`config.mk`:
```
export PLATFORM = sky130hd
export DESIGN_NAME = mmio_uart_tx
export DESIGN_NICKNAME = d
export VERILOG_FILES = /design/src/rtl/mmio_uart_tx.sv
export SDC_FILE = /design/constraint.sdc
export NUM_CORES = 1
export LEC_CHECK = 0
export ABC_AREA = 0
export BUFFER_PORTS_ARGS = -buffer_cell sky130_fd_sc_hd__clkbuf_2
export CORE_AREA = 4 4 120 122
export CTS_CLUSTER_SIZE = 25
export DETAILED_ROUTE_END_ITERATION = 12
export DIE_AREA = 0 0 124 126
export PLACE_DENSITY_LB_ADDON = 0.3
export RECOVER_POWER = 100
export SLEW_MARGIN = 20
export SYNTH_ARGS = -nofsm -noshare
export SYNTH_HDL_FRONTEND = slang
export SYNTH_SLANG_ARGS = --single-unit
```
`constraint.sdc`:
```
create_clock -name clk -period 4 [get_ports clk]
set_input_delay 0.8 -clock clk [delete_from_list [all_inputs] [get_ports clk]]
set_output_delay 0.8 -clock clk [all_outputs]
set_load 0.01 [all_outputs]
```
`src/rtl/mmio_uart_tx.sv`:
```
// -----------------------------------------------------------------------------
// mmio_uart_tx
//
// Memory-mapped UART transmitter that answers on the core's memory-stage data
// bus next to data_memory. Stores into the 16-byte window push bytes into a
// small FIFO. A serializer then sends each byte as an 8N1 frame on `tx`.
// Reads are purely combinational and have no side effects. This matches the
// data-memory read timing, so the core never has to stall for this block.
//
// Register map (offset = addr[3:2]):
//   0x0 TXDATA  W: push wdata[7:0]            R: 0
//   0x4 STATUS  R: [0] full [1] empty [2] overflow (sticky)
//                  [3] serializer active [15:8] FIFO level
//               W: wdata[2]=1 clears overflow
//   0x8 CLKDIV  R/W 16 bits (clk cycles per bit), writing 0 stores 1
//   0xC reserved, reads 0, writes ignored
//
// Ports:
//   clk    in   system clock, all state on posedge
//   reset  in   asynchronous active-high reset
//   we     in   store strobe from the memory stage
//   addr   in   byte address (addr[1:0] ignored)
//   wdata  in   store data
//   rdata  out  combinational read data, 0 when the window is not hit
//   hit    out  combinational window decode, steers the load-data mux
//   tx     out  registered serial line, idle high
//   busy   out  serializer not idle or FIFO not empty
// -----------------------------------------------------------------------------
module mmio_uart_tx #(
    parameter logic [31:0] BASE         = 32'h0000_0400,
    parameter int          DEPTH        = 8,
    parameter logic [15:0] CLKDIV_RESET = 16'd104
) (
    input  logic        clk,
    input  logic        reset,
    input  logic        we,
    input  logic [31:0] addr,
    input  logic [31:0] wdata,
    output logic [31:0] rdata,
    output logic        hit,
    output logic        tx,
    output logic        busy
);

    localparam int AW = $clog2(DEPTH);
    localparam int LW = AW + 1;
    localparam logic [LW-1:0] LVL_FULL = LW'(DEPTH);

    localparam logic [1:0] OFF_TXDATA = 2'd0;
    localparam logic [1:0] OFF_STATUS = 2'd1;
    localparam logic [1:0] OFF_CLKDIV = 2'd2;

    typedef enum logic [1:0] {
        S_IDLE,
        S_START,
        S_DATA,
        S_STOP
    } state_t;

    // FIFO storage and bookkeeping
    logic [7:0]    r_mem [DEPTH];
    logic [AW-1:0] r_wptr;
    logic [AW-1:0] r_rptr;
    logic [LW-1:0] r_level;
    logic          r_ovf;
    logic [15:0]   r_clkdiv;

    // Serializer state
    state_t        r_state;
    logic [7:0]    r_shift;
    logic [15:0]   r_div;
    logic [15:0]   r_baud;
    logic [2:0]    r_bit;
    logic          r_tx;

    // Bus decode
    logic          w_wr;
    logic [1:0]    w_off;
    logic          w_full;
    logic          w_empty;
    logic          w_push;
    logic          w_ovf_set;
    logic          w_ovf_clr;
    logic [7:0]    w_head;
    logic          w_unused;

    // Serializer next-state signals
    state_t        w_state_nxt;
    logic          w_pop;
    logic          w_bound;
    logic          w_tx_nxt;
    logic [15:0]   w_baud_nxt;
    logic [2:0]    w_bit_nxt;
    logic [7:0]    w_shift_nxt;
    logic [15:0]   w_div_nxt;

    assign w_unused = ^{addr[1:0], wdata[31:16]};

    assign hit     = (addr[31:4] == BASE[31:4]);
    assign w_wr    = we & hit;
    assign w_off   = addr[3:2];
    assign w_full  = (r_level == LVL_FULL);
    assign w_empty = (r_level == '0);
    assign w_head  = r_mem[r_rptr];

    // A push into a full FIFO is dropped even when the serializer pops on the
    // same edge: fullness is judged on the registered level only.
    assign w_push    = w_wr && (w_off == OFF_TXDATA) && !w_full;
    assign w_ovf_set = w_wr && (w_off == OFF_TXDATA) && w_full;
    assign w_ovf_clr = w_wr && (w_off == OFF_STATUS) && wdata[2];

    assign w_bound = (r_baud == (r_div - 16'd1));

    assign tx   = r_tx;
    assign busy = (r_state != S_IDLE) || !w_empty;

    // ------------------------------------------------------------------
    // Combinational read port
    // ------------------------------------------------------------------
    always_comb begin
        rdata = '0;
        if (hit) begin
            unique case (w_off)
                OFF_STATUS: begin
                    rdata[0]    = w_full;
                    rdata[1]    = w_empty;
                    rdata[2]    = r_ovf;
                    rdata[3]    = (r_state != S_IDLE);
                    rdata[15:8] = 8'(r_level);
                end
                OFF_CLKDIV: rdata[15:0] = r_clkdiv;
                default:    rdata = '0;
            endcase
        end
    end

    // ------------------------------------------------------------------
    // FIFO storage (data only, no reset)
    // ------------------------------------------------------------------
    always_ff @(posedge clk) begin
        if (w_push) begin
            r_mem[r_wptr] <= wdata[7:0];
        end
    end

    // ------------------------------------------------------------------
    // FIFO control, overflow flag and CLKDIV register
    // ------------------------------------------------------------------
    always_ff @(posedge clk or posedge reset) begin
        if (reset) begin
            r_wptr   <= '0;
            r_rptr   <= '0;
            r_level  <= '0;
            r_ovf    <= 1'b0;
            r_clkdiv <= CLKDIV_RESET;
        end else begin
            if (w_push) begin
                r_wptr <= r_wptr + 1'b1;
            end
            if (w_pop) begin
                r_rptr <= r_rptr + 1'b1;
            end
            if (w_push && !w_pop) begin
                r_level <= r_level + 1'b1;
            end else if (!w_push && w_pop) begin
                r_level <= r_level - 1'b1;
            end

            // Set has priority over a clear on the same edge.
            if (w_ovf_set) begin
                r_ovf <= 1'b1;
            end else if (w_ovf_clr) begin
                r_ovf <= 1'b0;
            end

            if (w_wr && (w_off == OFF_CLKDIV)) begin
                r_clkdiv <= (wdata[15:0] == 16'd0) ? 16'd1 : wdata[15:0];
            end
        end
    end

    // ------------------------------------------------------------------
    // Serializer state register
    // ------------------------------------------------------------------
    always_ff @(posedge clk or posedge reset) begin
        if (reset) begin
            r_state <= S_IDLE;
            r_div   <= CLKDIV_RESET;
            r_baud  <= '0;
            r_bit   <= '0;
            r_tx    <= 1'b1;
        end else begin
            r_state <= w_state_nxt;
            r_div   <= w_div_nxt;
            r_baud  <= w_baud_nxt;
            r_bit   <= w_bit_nxt;
            r_tx    <= w_tx_nxt;
        end
    end

    // Shift register holds payload only; it is reloaded on every pop.
    always_ff @(posedge clk) begin
        r_shift <= w_shift_nxt;
    end

    // ------------------------------------------------------------------
    // Serializer next-state logic
    // ------------------------------------------------------------------
    always_comb begin
        w_state_nxt = r_state;
        w_tx_nxt    = r_tx;
        w_baud_nxt  = r_baud;
        w_bit_nxt   = r_bit;
        w_shift_nxt = r_shift;
        w_div_nxt   = r_div;
        w_pop       = 1'b0;

        unique case (r_state)
            S_IDLE: begin
                w_tx_nxt = 1'b1;
                if (!w_empty) begin
                    w_pop = 1'b1;
                end
            end
            S_START: begin
                if (w_bound) begin
                    w_state_nxt = S_DATA;
                    w_baud_nxt  = '0;
                    w_bit_nxt   = '0;
                    w_tx_nxt    = r_shift[0];
                end else begin
                    w_baud_nxt = r_baud + 16'd1;
                end
            end
            S_DATA: begin
                if (w_bound) begin
                    w_baud_nxt  = '0;
                    w_bit_nxt   = r_bit + 3'd1;
                    w_shift_nxt = {1'b0, r_shift[7:1]};
                    if (r_bit == 3'd7) begin
                        w_state_nxt = S_STOP;
                        w_tx_nxt    = 1'b1;
                    end else begin
                        w_tx_nxt = r_shift[1];
                    end
                end else begin
                    w_baud_nxt = r_baud + 16'd1;
                end
            end
            S_STOP: begin
                if (w_bound) begin
                    w_baud_nxt = '0;
                    if (!w_empty) begin
                        w_pop = 1'b1;
                    end else begin
                        w_state_nxt = S_IDLE;
                        w_tx_nxt    = 1'b1;
                    end
                end else begin
                    w_baud_nxt = r_baud + 16'd1;
                end
            end
            default: begin
                w_state_nxt = S_IDLE;
                w_tx_nxt    = 1'b1;
            end
        endcase

        // A pop loads the next byte and the divider together, so a CLKDIV
        // write only takes effect at the start of the following frame.
        if (w_pop) begin
            w_state_nxt = S_START;
            w_shift_nxt = w_head;
            w_div_nxt   = r_clkdiv;
            w_baud_nxt  = '0;
            w_bit_nxt   = '0;
            w_tx_nxt    = 1'b0;
        end
    end

endmodule

```
==> flow_summary.toml, run 1 <==
[final_layout]
drive_gt1_share_pct = 26.25
ff_latch_area_sq_um = 3799
finish.utilization_pct = 60.01
multi_input_area_sq_um = 2783
layout_common_cells = "edfxtp_1, dfrtp_1, clkbuf_2"
syn2layout_area_growth_pct = 16.24
final_common_cell = "edfxtp_1"
nNetsFinal = 693
antenna_cells = 0
n_fill_cell = 1039
fin_cells = 797

[global_routing]
grt_pass1_wl_mm = 23.27
grt_max_degree = 46
grtUsageTotal_pct = 19.67
antenna_found_initial = 0
gr-total-overflow = 0
grt_pass1_vias = 4448

[sta]
setup_viol = 0
finalHoldViolCount = 0
slew_headroom_pct = -13.40
max_freq_ghz = 0.2623
skew_ns = 0.01604
setup_tns_ns = 0
slew_violations = 46
tightest_slew_ns = 1.699
rsz0062_at_grt = "no"
fin_crit_ns = 3.812
finalCritPeriodShare_pct = 95.30
worst_slack_ns = 0.1879

[clock_network]
clockBufferDepth = 2
clockRootBuffer = "clkbuf_16"
clkLatencyLatePin_ns = 0.43
clk_pin_slew_worst_paths_ns = 0.06
clock-sinks = 137
cts_inserted_buffers = 17
htreeDepth = 4
cts_hold_buffers = 0
cts_tree = "built"

[run_status]
outcome = "complete, but fails checks"
violations = "max-capacitance violations, max-slew violations"

[setup_path]
path_delay_family = "simple AND/OR/NAND/NOR gates"
worst-path-max-fanout = 6
critPathKind = "flop to flop"
crit_path_top_delay_cell = "or4_4"
critPathLaunchType = "flop"
cp_cell_sequence = "or4_4 > nor3_4 > mux2_4 > a31o_1 > a2111oi_4 > a31o_1 > and2_2 > inv_6 > ha_2 > inv_2 > ha_1 > a21o_1 > a21oi_2 > xnor2_1 > nor2_1 > xor2_1"
worstPathArrival_ns = 4.13
path_buf_inv = 2
path_common_cell = "a31o_1"
critPathRequiredTime_ns = 4.31
critPathMaxStageDelay_ns = 0.57
endpoint_kind = "flop"

[synthesis]
netlist.area_leader.share_pct = 31.75
yosysTopAreaCell = "edfxtp_1"
synth_area_per_cell_sq_um = 12.85
ys.flop_type = "edfxtp_1"
ys_seq_area_share_pct = 55.77
syn_inst = 530
synthArstFlopShare_pct = 47.45
synth-seq-cells = 137
synth_edf_count = 72
ys_top_cells_by_area = "edfxtp_1, dfrtp_1, mux4_2, mux2_2, xnor2_1"
synth.distinct_cells = 61
synthesis.area_sq_um = 6809
yosysWarnings = 0

[detailed_routing]
drtPass1Iterations = 5
vias_per_cell = 5.725
drc = 0
drtIter0Drc = 319
final_antenna_net_count = 0
wl_per_cell_um = 18.43
vias = 4563
routed_wl_mm = 14.69

[placement]
port_buffers = 67
place_congestion = 0.8270
post-dp-hpwl_mm = 10.32
dp_slack_ns = 0.05900
place_inst = 763

[power_and_ir_drop]
leakage_nw = 3.218
p_clk_share_pct = 52.1
p_sw_share_pct = 20.76
p_int_mw = 2.566
p_seq_share_pct = 45.9
p_per_area_nw_per_um2 = 409.2
ir_drop_mv = 0.3594
p_sw_mw = 0.6724
p_comb_share_pct = 2.0

[floorplanning]
die_area_sq_um = 15620
die_y_um = 126
ioPinCount = 102
core_sq_um = 13190
rows = 42
start_util_pct = 51.62
die_w_um = 124

[job]
cap_viol_max_count = 1

[worst_hold_path]
hold_class = "flop to flop"
## kinds of logic (layout without fill, tap and decap cells)
| family | count (synthesis) | after routing | share of synthesized area [%] |
|---|---|---|---|
| compound gates | 77 | 77 | 7.700 |
| xor+xnor | 35 | 35 | 4.502 |
| simple gates | 149 | 149 | 11.48 |
| other cells | 1 | 16 | 0.05507 |
| flops | 137 | 137 | 55.77 |
| mux | 60 | 60 | 12.77 |
| buf+inv | 53 | 129 | 4.300 |
| fa+ha+maj | 18 | 18 | 3.418 |
## power groups by stage
stage	Clock, mW	Combinational (mW)	Sequential (mW)
global route	1.78	0.0756	1.49
finish	1.69	0.0663	1.49
floorplan	0	0.0367	1.51
CTS	1.70	0.0687	1.49
global placement	0	0.0667	1.51
detailed placement	0	0.0686	1.51
## synthesized netlist by cell type (all sizes together) (16+ instances only)
cell    count
buf        25
edfxtp     72
mux4       16
a21oi      25
nand2      26
mux2       34
nor2       39
dfrtp      58
ha         17
xnor2      25
o21ai      16
## sequential cells by signal, summed over array words and instances (netlist names)
| name | cells |
|---|---|
| r_baud | 16 |
| r_bit | 3 |
| r_clkdiv | 16 |
| r_div | 16 |
| r_level | 4 |
| r_mem | 64 |
| r_ovf | 1 |
| r_rptr | 3 |
| r_shift | 8 |
| r_state | 2 |
| r_wptr | 3 |
| tx | 1 |
## per-layer routing
| metal | GRT usage [%] | vias up | part of all wire (%) |
|---|---|---|---|
| li1 | - | 2108 | - |
| met1 | 27.06 | 2254 | 44 |
| met2 | 30.19 | 171 | 48 |
| met3 | 4.619 | 30 | 5.7 |
| met4 | 8.054 | 0 | 2.0 |
| met5 | 0 | - | 0 |
## per-stage QoR
step           instance area, sq um  total power, mW  hold WS [ns]
3_5_place_dp                   7308            1.582        0.5052
6_report                       7915            3.239        0.5171
5_1_grt                        7915            3.337        0.5438
3_3_place_gp                   7308            1.580        0.4981
2_1_floorplan                  6879            1.551        0.4704
4_1_cts                        7946            3.260        0.5186
## worst paths after layout
check,from,end,slack (ns),depth (start not counted)
max,r_div[6],r_level[3],0.19,16
max in group asynchronous,reset,r_baud[9],1.33,3
max reg2reg,r_div[6],r_level[3],0.19,16
min in group asynchronous,reset,r_clkdiv[11],0.88,2
min,r_ovf,r_ovf,0.52,2
min reg2reg,r_ovf,r_ovf,0.52,2
## area by class of cell
cell class / count / share of cell area, %
Clock buffer: 18 / 5.422
Clock inverter: 14 / 2.640
Inverter: 13 / 0.6797
Multi-Input combinational cell: 355 / 35.16
Sequential cell: 137 / 47.99
Tap cell: 176 / 2.782
Timing Repair Buffer: 84 / 5.327
## tightest hold or removal path, cell delays in order (launching register included)
cell	delay, ns
dfrtp_1	0.34
o21ai_0	0.08
o21ai_0	0.06
## what timing repair did
action,in CTS,in global routing
endpoints found under the setup margin,0,1
resized for setup,0,4
buffers inserted,0,2
endpoints found under the hold margin,0,0
Power figures use the tool's default switching activity.
==> run 2: changes to the inputs <==
--- a/config.mk
+++ b/config.mk
@@ -11,7 +11,8 @@
 export CTS_CLUSTER_SIZE = 25
 export DETAILED_ROUTE_END_ITERATION = 12
 export DIE_AREA = 0 0 124 126
-export PLACE_DENSITY_LB_ADDON = 0.3
+export HOLD_SLACK_MARGIN = 0.15
+export PLACE_DENSITY = 0.76
 export RECOVER_POWER = 100
 export SLEW_MARGIN = 20
 export SYNTH_ARGS = -nofsm -noshare
==> flow_summary.toml, run 2 (same netlist as run 1, synthesis figures left out) <==
[run_status]
outcome = "finished clean"

[floorplanning]
start_util_pct = 51.62
die_area_sq_um = 15620
core_sq_um = 13190
die_y_um = 126
rows = 42
ioPinCount = 102
die_w_um = 124

[detailed_routing]
wl_per_cell_um = 18.30
drtIter0Drc = 290
final_antenna_net_count = 0
drtPass1Iterations = 4
vias = 4594
vias_per_cell = 5.743
routed_wl_mm = 14.64
drc = 0

[sta]
fin_crit_ns = 3.876
slew_violations = 0
max_freq_ghz = 0.2580
finalCritPeriodShare_pct = 96.90
tightest_slew_ns = 1.261
finalHoldViolCount = 0
slew_headroom_pct = 15.91
setup_viol = 0
skew_ns = 0.01190
setup_tns_ns = 0

[clock_network]
clock-sinks = 137
clk_pin_slew_worst_paths_ns = 0.07
clkLatencyLatePin_ns = 0.44
htreeDepth = 4
cts_tree = "built"
cts_inserted_buffers = 17
clockRootBuffer = "clkbuf_16"
clockBufferDepth = 2

[global_routing]
grtUsageTotal_pct = 20.04
grt_pass1_vias = 4737
grt_max_degree = 53
antenna_found_initial = 0
gr-total-overflow = 0
grt_pass1_wl_mm = 24.02

[final_layout]
syn2layout_area_growth_pct = 16.24
layout_common_cells = "edfxtp_1, dfrtp_1, clkbuf_2"
nNetsFinal = 696
drive_gt1_share_pct = 26.92
largest_reg_flops = 64
final_common_cell = "edfxtp_1"
top_register = "r_mem"
antenna_cells = 0

[setup_path]
critPathKind = "flop to flop"
endpoint_kind = "flop"
r2r_slack_ns = 0.12
r2r_cells = 16
cp-startpoint = "r_div[7]"
r2r_end = "r_level[3]"
critPathRequiredTime_ns = 4.31
critPathLaunchType = "flop"
worstPathArrival_ns = 4.18
worst-path-max-fanout = 4
regToRegStartpoint = "r_div[7]"

[placement]
place_congestion = 0.8788
post-dp-hpwl_mm = 10.23
port_buffers = 67

[power_and_ir_drop]
p_per_area_nw_per_um2 = 396.0
power_mw = 3.134
ir_drop_mv = 0.3290
leakage_nw = 3.214

[worst_hold_path]
hold_class = "input port to asynchronous set/reset pin"

[job]
cap_viol_max_count = 0
run 2: changes by cell type in the layout (fill, tap and decap cells not counted), moves of 2 or more:
cell / previous run / this run
buf_4: 9 / 13
bufinv_16: 4 / 1
clkbuf_1: 20 / 24
clkbuf_2: 55 / 50
clkinv_4: 3 / 1
clkinv_8: 0 / 2
inv_6: 5 / 9
mux2_1: 7 / 0
mux2_4: 1 / 8
run 2: how the worst max path moves through the flow:
stage	depth (start not counted)	slack, ns	to
after floorplan	19	0.004	r_level[3]
after global placement	16	0.17	r_level[3]
after detailed placement	16	0.09	r_level[3]
after CTS	16	0.07	r_level[3]
after global routing	16	-0.01	r_level[3]
final	16	0.12	r_level[3]
run 2: final cells by class:
type	count	area [sq um]
multi-input cells	355	2804
repair buffers	87	437.9
fillers	984	5275
flip-flops and latches	137	3799
well taps	176	220.2
inverters	13	53.80
clock buffers	17	425.4
clock inverters	15	175.2
run 2: through the flow:
step	instance area (sq um)	worst slack, ns	utilization [%]	hold WS (ns)	std cells
2_1_floorplan	6879	0.004099	-	0.4704	545
3_3_place_gp	7316	0.1724	55.46	0.4937	764
3_5_place_dp	7316	0.09265	55.46	0.5115	764
4_1_cts	7916	0.06809	60.02	0.2872	796
5_1_grt	7915	-0.01014	60.01	0.4148	800
6_report	7915	0.1241	60.01	0.3772	800
run 2: report_power, final:
group	total (mW)	switching, mW	leakage [nW]	internal, mW
Sequential	1.49	0.0000000107	1.49	1.49
Clock	1.58	0.689	0.296	0.894
Combinational	0.0655	0.0452	1.43	0.0203
run 2: worst max-delay path, cell delays in order (launching register included):
cell       delay (ns)
dfrtp_1          0.42
or4_4            0.60
nor3_4           0.27
mux2_4           0.33
a31o_1           0.23
a2111oi_4        0.34
a31o_1           0.21
and2_4           0.19
inv_6            0.03
ha_2             0.18
inv_2            0.08
ha_1             0.22
a21o_1           0.19
a21oi_2          0.14
xnor2_1          0.13
nor2_1           0.06
xor2_1           0.13
run 2: metal layers:
metal  share of wire (%)  up-vias  global-route usage, %  wire [um]
li1                    -     2112                      -          -
met1                  43     2274                  25.86       6229
met2                  49      184                  32.52       7217
met3                 6.2       24                  4.978        911
met4                 1.9        0                  7.925        278
met5                   0        -                      0          0
run 2: what timing repair did:
| item | 4_1_cts | 5_1_grt |
|---|---|---|
| setup buffers | 0 | 4 |
| hold buffers | 0 | 0 |
| gates resized for setup | 0 | 5 |
| setup endpoints to repair | 0 | 1 |
==> run 3: changes to the inputs <==
--- a/config.mk
+++ b/config.mk
@@ -13,7 +13,8 @@
 export DIE_AREA = 0 0 124 126
 export HOLD_SLACK_MARGIN = 0.15
 export PLACE_DENSITY = 0.76
-export RECOVER_POWER = 100
+export RECOVER_POWER = 50
+export SKIP_CTS_REPAIR_TIMING = 1
 export SLEW_MARGIN = 20
 export SYNTH_ARGS = -nofsm -noshare
 export SYNTH_HDL_FRONTEND = slang
==> flow_summary.toml, run 3 (same netlist as run 1, synthesis figures left out) <==
[placement]
dp_slack_ns = 0.09265
place_congestion = 0.8788
port_buffers = 67
post-dp-hpwl_mm = 10.23
placed_cell_area_sq_um = 7316
place_inst = 764

[setup_path]
critPathKind = "flop to flop"
r2r_slack_ns = 0.13
critPathRequiredTime_ns = 4.31
critPathLaunchType = "flop"
worstPathArrival_ns = 4.19
r2r_cells = 16
worst-path-max-fanout = 4
endpoint_kind = "flop"

[global_routing]
grt_max_degree = 53
gr-total-overflow = 0
grt_pass1_wl_mm = 24.02
grt_pass1_vias = 4737
grtUsageTotal_pct = 20.04
antenna_found_initial = 0

[power_and_ir_drop]
p_per_area_nw_per_um2 = 394.9
leakage_nw = 3.262
p_seq_share_pct = 47.4
p_int_mw = 2.400
p_clk_share_pct = 50.5
power_mw = 3.136
p_sw_share_pct = 23.49
ir_drop_mv = 0.3268
p_comb_share_pct = 2.1
p_sw_mw = 0.7366

[detailed_routing]
wl_per_cell_um = 18.26
routed_wl_mm = 14.60
vias = 4583
drc = 0
drtPass1Iterations = 5
drtIter0Drc = 281
vias_per_cell = 5.729
final_antenna_net_count = 0

[floorplanning]
core_sq_um = 13190
start_util_pct = 51.62
die_area_sq_um = 15620
die_y_um = 126
ioPinCount = 102
die_w_um = 124
rows = 42

[sta]
whs_ns = 0.3747
slew_headroom_pct = 15.47
skew_ns = 0.01174
slew_violations = 0
worst_slack_ns = 0.1259
setup_viol = 0
finalHoldViolCount = 0
max_freq_ghz = 0.2581
finalCritPeriodShare_pct = 96.85
tightest_slew_ns = 1.268
fin_crit_ns = 3.874

[run_status]
outcome = "finished clean"

[clock_network]
cts_inserted_buffers = 17
htreeDepth = 4
cts_tree = "built"
clock-sinks = 137
clockRootBuffer = "clkbuf_16"
clockBufferDepth = 2
clk_pin_slew_worst_paths_ns = 0.07
clkLatencyLatePin_ns = 0.44

[final_layout]
top_register = "r_mem"
fin_cells = 800
layout_common_cells = "edfxtp_1, clkbuf_2, dfrtp_1"
final_common_cell = "edfxtp_1"
drive_gt1_share_pct = 29.01
fin_area_sq_um = 7941
syn2layout_area_growth_pct = 16.63
nNetsFinal = 696
antenna_cells = 0
largest_reg_flops = 64

[job]
cap_viol_max_count = 0

[worst_hold_path]
hold_class = "input port to asynchronous set/reset pin"
run 3: cell count changes in the layout (fill, tap and decap cells not counted):
cell      delta
clkbuf_1    -13
clkbuf_2     +9
buf_4        +4
run 3: final timing paths:
| path | start | end |
|---|---|---|
| setup / recovery | r_div[7] | r_level[3] |
| hold / removal | reset | r_wptr[2] |
| setup reg to reg | r_div[7] | r_level[3] |
| hold reg to reg | r_wptr[0] | r_wptr[0] |
| max in group asynchronous | reset | r_div[9] |
| min in group clk | r_wptr[0] | r_wptr[0] |
run 3: per-layer routing:
layer / global-route usage [%] / vias up / wire length [um]
met5: 0 / - / 0
met4: 7.925 / 0 / 296
met3: 4.978 / 29 / 963
met2: 32.52 / 182 / 7213
met1: 25.86 / 2265 / 6131
li1: - / 2107 / -
run 3: power groups by stage:
stage	clock (mW)	combinational, mW	sequential, mW
floorplan	0	0.0367	1.51
global placement	0	0.0655	1.51
detailed placement	0	0.0678	1.51
CTS	1.60	0.0678	1.49
global route	1.67	0.0755	1.48
finish	1.59	0.0654	1.49
run 3: stage by stage:
stage / TNS [ns] / util, %
after CTS: 0 / 60.02
after floorplan: 0 / -
final: 0 / 60.21
after global placement: 0 / 55.46
after global routing: -0.01203 / 60.21
after detailed placement: 0 / 55.46
run 3: area by class of cell:
type	count	area [sq um]
clock inverters	15	175.2
inverters	13	53.80
flip-flops and latches	137	3799
well taps	176	220.2
repair buffers	87	464.2
clock buffers	17	425.4
fillers	976	5249
multi-input cells	355	2804
run 3: critical path, cell delays in order, from the launching register on:
cell,delay (ns)
dfrtp_1,0.42
or4_4,0.60
nor3_4,0.27
mux2_4,0.33
a31o_1,0.23
a2111oi_4,0.34
a31o_1,0.21
and2_4,0.18
inv_6,0.03
ha_2,0.18
inv_2,0.08
ha_1,0.22
a21o_1,0.19
a21oi_2,0.14
xnor2_1,0.13
nor2_1,0.06
xor2_1,0.13
